**src/rtl/proc_sequencer_pkg.sv**
```systemverilog
// Shared constants for the program sequencer:
// opcode values, instruction field positions and FSM state codes.
package proc_sequencer_pkg;

   localparam logic [2:0] OP_MV   = 3'b000;
   localparam logic [2:0] OP_MVI  = 3'b001;
   localparam logic [2:0] OP_ADD  = 3'b010;
   localparam logic [2:0] OP_SUB  = 3'b011;
   localparam logic [2:0] OP_HALT = 3'b111;

   localparam int OPC_HI = 15;
   localparam int OPC_LO = 13;

   localparam logic [2:0] S_IDLE  = 3'd0;
   localparam logic [2:0] S_FETCH = 3'd1;
   localparam logic [2:0] S_ISSUE = 3'd2;
   localparam logic [2:0] S_IMM   = 3'd3;
   localparam logic [2:0] S_WAIT  = 3'd4;
   localparam logic [2:0] S_HALT  = 3'd5;

endpackage

```
**src/rtl/proc_sequencer_if.sv**
```systemverilog
// ROM and processor pin bundle of the sequencer.
// master = sequencer side, slave = ROM/processor side.
interface proc_sequencer_if #(
   parameter int AW = 5,
   parameter int DW = 16
);

   logic [AW-1:0] MemAddr;
   logic [DW-1:0] MemData;
   logic [DW-1:0] ProcDIN;
   logic          Run;
   logic          Done;

   modport master (
      output MemAddr,
      output ProcDIN,
      output Run,
      input  MemData,
      input  Done
   );

   modport slave (
      input  MemAddr,
      input  ProcDIN,
      input  Run,
      output MemData,
      output Done
   );

endinterface

```
**src/rtl/proc_sequencer_timeout_cnt.sv**
```systemverilog
// Loadable, clearable up-counter with a terminal-count flag.
// Clear has priority over load, load over increment.
module seq_timeout_cnt #(
   parameter int           W  = 4,
   parameter logic [W-1:0] TC = '1
) (
   input  logic         clk_i,
   input  logic         rst_ni,
   input  logic         clr_i,
   input  logic         en_i,
   input  logic         load_i,
   input  logic [W-1:0] load_val_i,
   output logic         tc_o
);

   logic [W-1:0] cnt_q;
   logic [W-1:0] cnt_d;

   always_comb begin
      cnt_d = cnt_q;
      if (clr_i) begin
         cnt_d = '0;
      end else if (load_i) begin
         cnt_d = load_val_i;
      end else if (en_i) begin
         cnt_d = cnt_q + W'(1);
      end
   end

   always_ff @(posedge clk_i or negedge rst_ni) begin
      if (!rst_ni) begin
         cnt_q <= '0;
      end else begin
         cnt_q <= cnt_d;
      end
   end

   assign tc_o = (cnt_q == TC);

endmodule

```
**src/rtl/proc_sequencer.sv**
```systemverilog
// Program sequencer: fetches words from a synchronous ROM and
// paces the bus processor through its Run/Done handshake.
module proc_sequencer
   import proc_sequencer_pkg::*;
#(
   parameter int AW        = 5,
   parameter int DW        = 16,
   parameter int LAST_ADDR = 31,
   parameter int TIMEOUT   = 15
) (
   input  logic          Clock,
   input  logic          Resetn,
   input  logic          Start,
   input  logic          Stop,
   input  logic          Step,
   input  logic          Clear,
   proc_sequencer_if.master bus,
   output logic          Busy,
   output logic          Halted,
   output logic          Err,
   output logic [AW-1:0] PC
);

   localparam int           CW = $clog2(TIMEOUT + 1);
   localparam logic [CW-1:0] TC = CW'(TIMEOUT - 1);

   logic [2:0]    state_q, state_d;
   logic [AW-1:0] pc_q, pc_d;
   logic [DW-1:0] instr_q, instr_d;
   logic [DW-1:0] imm_q, imm_d;
   logic          err_q, err_d;

   logic          is_mvi, is_halt;
   logic          last_hit;
   logic          tc, tmo;
   logic [AW-1:0] pc_m1;

   assign is_mvi  = instr_q[OPC_HI:OPC_LO] == OP_MVI;
   assign is_halt = instr_q[OPC_HI:OPC_LO] == OP_HALT;
   assign pc_m1   = pc_q - AW'(1);
   assign last_hit = pc_m1 == AW'(LAST_ADDR);
   assign tmo     = (state_q == S_WAIT) && tc;

   // counts only while waiting; any Done restarts the window
   seq_timeout_cnt #(
      .W  (CW),
      .TC (TC)
   ) u_tmo (
      .clk_i      (Clock),
      .rst_ni     (Resetn),
      .clr_i      ((state_q != S_WAIT) || bus.Done),
      .en_i       (state_q == S_WAIT),
      .load_i     (1'b0),
      .load_val_i ('0),
      .tc_o       (tc)
   );

   always_comb begin
      state_d = state_q;
      pc_d    = pc_q;
      instr_d = instr_q;
      imm_d   = imm_q;
      err_d   = err_q;
      unique case (state_q)
         S_IDLE: begin
            if (Clear) begin
               pc_d  = '0;
               err_d = 1'b0;
            end else if (Start) begin
               state_d = S_FETCH;
            end
         end
         S_FETCH: begin
            instr_d = bus.MemData;
            pc_d    = pc_q + AW'(1);
            state_d = S_ISSUE;
         end
         S_ISSUE: begin
            unique case (1'b1)
               is_halt: begin
                  pc_d    = pc_m1;
                  state_d = S_HALT;
               end
               is_mvi:  state_d = S_IMM;
               default: state_d = S_WAIT;
            endcase
         end
         S_IMM: begin
            imm_d   = bus.MemData;
            pc_d    = pc_q + AW'(1);
            state_d = S_WAIT;
         end
         S_WAIT: begin
            if (bus.Done) begin
               if (Stop || last_hit) begin
                  state_d = S_HALT;
               end else if (Step) begin
                  state_d = S_IDLE;
               end else begin
                  state_d = S_FETCH;
               end
            end else if (tmo) begin
               err_d   = 1'b1;
               state_d = S_HALT;
            end
         end
         S_HALT: begin
            if (Clear) begin
               pc_d  = '0;
               err_d = 1'b0;
            end else if (Start && !err_q) begin
               state_d = S_FETCH;
            end
         end
         default: state_d = S_IDLE;
      endcase
   end

   always_ff @(posedge Clock or negedge Resetn) begin
      if (!Resetn) begin
         state_q <= S_IDLE;
         pc_q    <= '0;
         instr_q <= '0;
         imm_q   <= '0;
         err_q   <= 1'b0;
      end else begin
         state_q <= state_d;
         pc_q    <= pc_d;
         instr_q <= instr_d;
         imm_q   <= imm_d;
         err_q   <= err_d;
      end
   end

   assign bus.MemAddr = pc_q;
   assign bus.Run     = (state_q == S_ISSUE) && !is_halt;

   // IMM is the processor's T1: the immediate goes straight through
   assign bus.ProcDIN =
      (state_q == S_IMM)           ? bus.MemData :
      (state_q == S_WAIT && is_mvi) ? imm_q       :
                                      instr_q;

   assign Busy   = (state_q == S_FETCH) || (state_q == S_ISSUE) ||
                   (state_q == S_IMM)   || (state_q == S_WAIT);
   assign Halted = state_q == S_HALT;
   assign Err    = err_q;
   assign PC     = pc_q;

endmodule

```
**src/flat_wrapper.sv**
```systemverilog
// flat-port wrapper written by rule: the top's interface ports become plain ports
module proc_sequencer_flat import proc_sequencer_pkg::*;
#(
   parameter int AW        = 5,
   parameter int DW        = 16,
   parameter int LAST_ADDR = 31,
   parameter int TIMEOUT   = 15
)
  (Clock, Resetn, Start, Stop, Step, Clear, Busy, Halted, Err, PC, bus_MemAddr, bus_ProcDIN, bus_Run, bus_MemData, bus_Done);
  proc_sequencer_if #(.AW(AW), .DW(DW)) bus_i ();
  input  logic Clock;
  input  logic Resetn;
  input  logic Start;
  input  logic Stop;
  input  logic Step;
  input  logic Clear;
  output logic Busy;
  output logic Halted;
  output logic Err;
  output logic [AW-1:0] PC;
  output wire logic [$bits(bus_i.MemAddr)-1:0] bus_MemAddr;
  output wire logic [$bits(bus_i.ProcDIN)-1:0] bus_ProcDIN;
  output wire logic [$bits(bus_i.Run)-1:0] bus_Run;
  input wire logic [$bits(bus_i.MemData)-1:0] bus_MemData;
  input wire logic [$bits(bus_i.Done)-1:0] bus_Done;
  assign bus_MemAddr = bus_i.MemAddr;
  assign bus_ProcDIN = bus_i.ProcDIN;
  assign bus_Run = bus_i.Run;
  assign bus_i.MemData = bus_MemData;
  assign bus_i.Done = bus_Done;
  proc_sequencer #(.AW(AW), .DW(DW), .LAST_ADDR(LAST_ADDR), .TIMEOUT(TIMEOUT)) u_core (.Clock(Clock), .Resetn(Resetn), .Start(Start), .Stop(Stop), .Step(Step), .Clear(Clear), .bus(bus_i), .Busy(Busy), .Halted(Halted), .Err(Err), .PC(PC));
endmodule
```
**config.mk**
```make
export PLATFORM = sky130hd
export DESIGN_NAME = proc_sequencer_flat
export DESIGN_NICKNAME = d
export VERILOG_FILES = /design/src/rtl/proc_sequencer_pkg.sv /design/src/rtl/proc_sequencer_if.sv /design/src/rtl/proc_sequencer_timeout_cnt.sv /design/src/rtl/proc_sequencer.sv /design/src/flat_wrapper.sv
export SDC_FILE = /design/constraint.sdc
export NUM_CORES = 1
export LEC_CHECK = 0
export ABC_AREA = 1
export BUFFER_PORTS_ARGS = -buffer_cell sky130_fd_sc_hd__buf_2
export CORE_UTILIZATION = 47
export DETAILED_ROUTE_END_ITERATION = 8
export HOLD_SLACK_MARGIN = 0.12
export PLACE_DENSITY = 0.72
export SLEW_MARGIN = 15
export SYNTH_ARGS = -nofsm -noshare
export SYNTH_HDL_FRONTEND = slang
export SYNTH_SLANG_ARGS = --single-unit
```
**constraint.sdc**
```tcl
create_clock -name Clock -period 2.65 [get_ports Clock]
set_input_delay 0.265 -clock Clock [delete_from_list [all_inputs] [get_ports Clock]]
set_output_delay 0.265 -clock Clock [all_outputs]
set_load 0.01 [all_outputs]
```
==> impl_results.md <==
- Status: finished clean
- Synth Area in Adders: 0.0249
- Io pins: 53
- Yosys top cell by area: dfrtp_1
- Rel. slew slack: 0.343
- Clock skew: 10.2 ps
- Simple-Gate Fraction of Synth Area: 0.228
- Area after DPL: 2760 um^2
- Vias per cell: between 5 and 6
- Die Width: 75.1 um
- Data arrival, critical path: 2020 ps
- TritonRoute pass-1 iters: 5
- Worst-Margin Slew: ~1000 ps
- Crit path kind: reg2out
- Final Max Tran Viols: 0
- Initial antenna violation count: 0
- # port buffers: 52
- Drt wl/cell: approximately 13 um
- Fin crit share: 0.862
- Commonest non-fill, non-tap cells in the layout: nand2_1 (82), buf_2 (52), dfrtp_1 (45)
- Final hold vios: 0
- Worst Path Required: 2380 ps
- Highest clock rate: 0.438 GHz
- Area occupied by multi-input gates: 1180 um^2
- Cts hold-fix bufs: 0
- Post-CTS setup buffers: 0
- Critical path's most frequent cell: o21ai_0
- Commonest non-fill, non-tap cell in the layout: nand2_1
- Clock power share: 0.123
- Pwr dens: 1210 nW/um^2
- RSZ-0062 raised after global routing: false
- Slowest CP cell: dfrtp_1
- Crit Path Max Fanout: 15
- Maxcap violations: 0
- Post-synth cell types: 32
- Initial Utilization: 0.488
- CP endpoint kind: output port
- Post-DRT Antenna Nets: 0
- # fillers: 511
- Final setup viols: 0
- DRC Markers: 0
- Core ar.: 5140 um^2
- Die footprint: approximately 5600 um^2
- Setup Total Neg Slack: 0 ps
- Worst-path cell chain: nor2_2, nand2_2, inv_2, nand2_4, inv_4, o21ai_0, o21ai_0, buf_2
- Cells after synthesis: roughly 290
- Cts bufs inserted: 5
- Worst Hold Class: in2async
- Avg Cell Area, Syn: 8.63 um^2
- Final instance area: between 2000 and 3000 um^2
- Pin count of the biggest net entering global routing: 46
- Total Wirelength: 5120 um
- Initial DRC Count: between 100 and 150
- Clock transition at path regs: roughly 80 ps
- Switching Share: 0.423
- Std-Cell Rows: 26
- Longest Clk Path Bufs: 2
- Area delta synth->final: 13.5%
- Total track usage: 0.199
- Mapped Area: 2510 um^2
- Final Critical Period: roughly 2300 ps
- Synthesized Nets: 319
- TritonCTS clock tree: done
- Combinational Power Share: 0.513
- Cells resized by post-CTS repair: 0
- Root Driver: clkbuf_8
- Dpl hpwl: 3560 um
- Gr ovfl total: 0
- N_diodes: 0
- NetSw: 0.00146 W
- Synthesized flop and latch total: 45
- Die height: 75.1 um
- Reg area: 1130 um^2
- First-pass GRT wire length: between 8000 and 9000 um
- Ys Warns: 0
- Vias: around 2000
- Seq/Total Area, Yosys: 0.449
- Leakage: 1.53 nW
- Part of the power in registers: 0.364
- Worst setup SP type: flop
- Post-synth top area share: 0.449
- CP peak stage delay: 470 ps
- Max VDD drop: approximately 0.54 mV
- Nets: around 370
- Compound-Gate Fraction of Synth Area: 0.129
- Proportion of layout cells with a drive suffix above 1: 0.320
- H-tree depth: 2
- Vias in the first global route: 1926
- Synth Area in XOR/XNOR: 0.0105
- Routability cong.: ~0.8
- Internal power: just under 0.002 W
- Clock Latency Late Sink: 290 ps
- Top post-synthesis cells by area: dfrtp_1 (45%), nand2_1 (12%), o21ai_2 (6.3%)
- Clock Sinks: 45
- Post-synthesis mux area share: 0.0763
- Combinational family with the most area after synthesis: simple AND/OR/NAND/NOR gates
## synth_stat cells (all sizes together)
| master | instances |
|---|---|
| a22oi | 1 |
| xnor2 | 1 |
| dfrtp | 45 |
| buf | 13 |
| mux2 | 15 |
| a21oi | 6 |
| inv | 26 |
| o21ai | 38 |
| nand2 | 86 |
| o31ai | 2 |
| clkbuf | 1 |
| nor2 | 30 |
| xor2 | 2 |
| nand4 | 1 |
| ha | 5 |
| nand3 | 14 |
| nor3 | 4 |
| o22ai | 1 |
## metrics by stage
stage | setup slack [ps] | utilization | power [W] | cells | hold slack, ps
global placement | 724 | 0.537 | 0.00298 | 400 | 459
floorplan | 1170 | - | 0.00259 | 291 | -30.6
finish | 365 | 0.554 | 0.00344 | 407 | 127
detailed placement | 737 | 0.537 | 0.00303 | 400 | 466
CTS | 384 | 0.554 | 0.00347 | 407 | 159
global route | 256 | 0.554 | 0.00375 | 407 | 203
## cells by family after synthesis
family | Yosys count
xor+xnor | 3
flops | 45
mux | 15
fa+ha+maj | 5
simple gates | 135
compound gates | 48
buf+inv | 40
## power groups by stage
stage / Combinational (W) / Clock, W / Sequential [W]
6_report: 0.00176 / 0.000424 / 0.00125
2_1_floorplan: 0.00137 / 0 / 0.00122
3_5_place_dp: 0.00177 / 0 / 0.00126
3_3_place_gp: 0.00173 / 0 / 0.00125
4_1_cts: 0.00177 / 0.000445 / 0.00125
5_1_grt: 0.00199 / 0.000470 / 0.00129
## state kept, by name (all words and copies together) (netlist names)
name and cells:
u_core.Err 1, u_core.state_q 3, u_core.imm_q 16, u_core.u_tmo.cnt_q 4, u_core.PC 5, u_core.instr_q 16
## critical path, delay by kind of cell (launching register included)
kind / cells / cell delay, ps
buf+inv: 3 / 540
compound gates: 2 / 340
simple gates: 3 / 370
flops: 1 / 470
## final timing paths
kind	cells after the start	from	slack, ps	to
max	8	u_core.state_q[0]	370	bus_ProcDIN[1]
min	1	Resetn	130	u_core.imm_q[10]
max reg2reg	6	u_core.state_q[2]	800	u_core.PC[3]
min reg2reg	2	u_core.imm_q[5]	490	u_core.imm_q[5]
max in group asynchronous	1	Resetn	1900	u_core.PC[0]
min in group Clock	3	bus_MemData[2]	200	u_core.imm_q[2]
## final cells by class
type                       instances  area share
multi-input combinational        206       0.413
tap                               70      0.0307
clock buffer                       6      0.0290
sequential                        45       0.395
timing repair buffer              53      0.0940
clock inverter                     1     0.00264
inverter                          26      0.0351
## per-layer routing
layer	track usage	wire length, um	part of all wire	vias to the layer above
met5	0	0	0	-
met4	0.0440	51	0.010	0
met3	0.0402	205	0.040	6
met2	0.333	2470	0.48	53
met1	0.268	2390	0.47	960
li1	-	-	-	1027
Power figures use the tool's default switching activity.
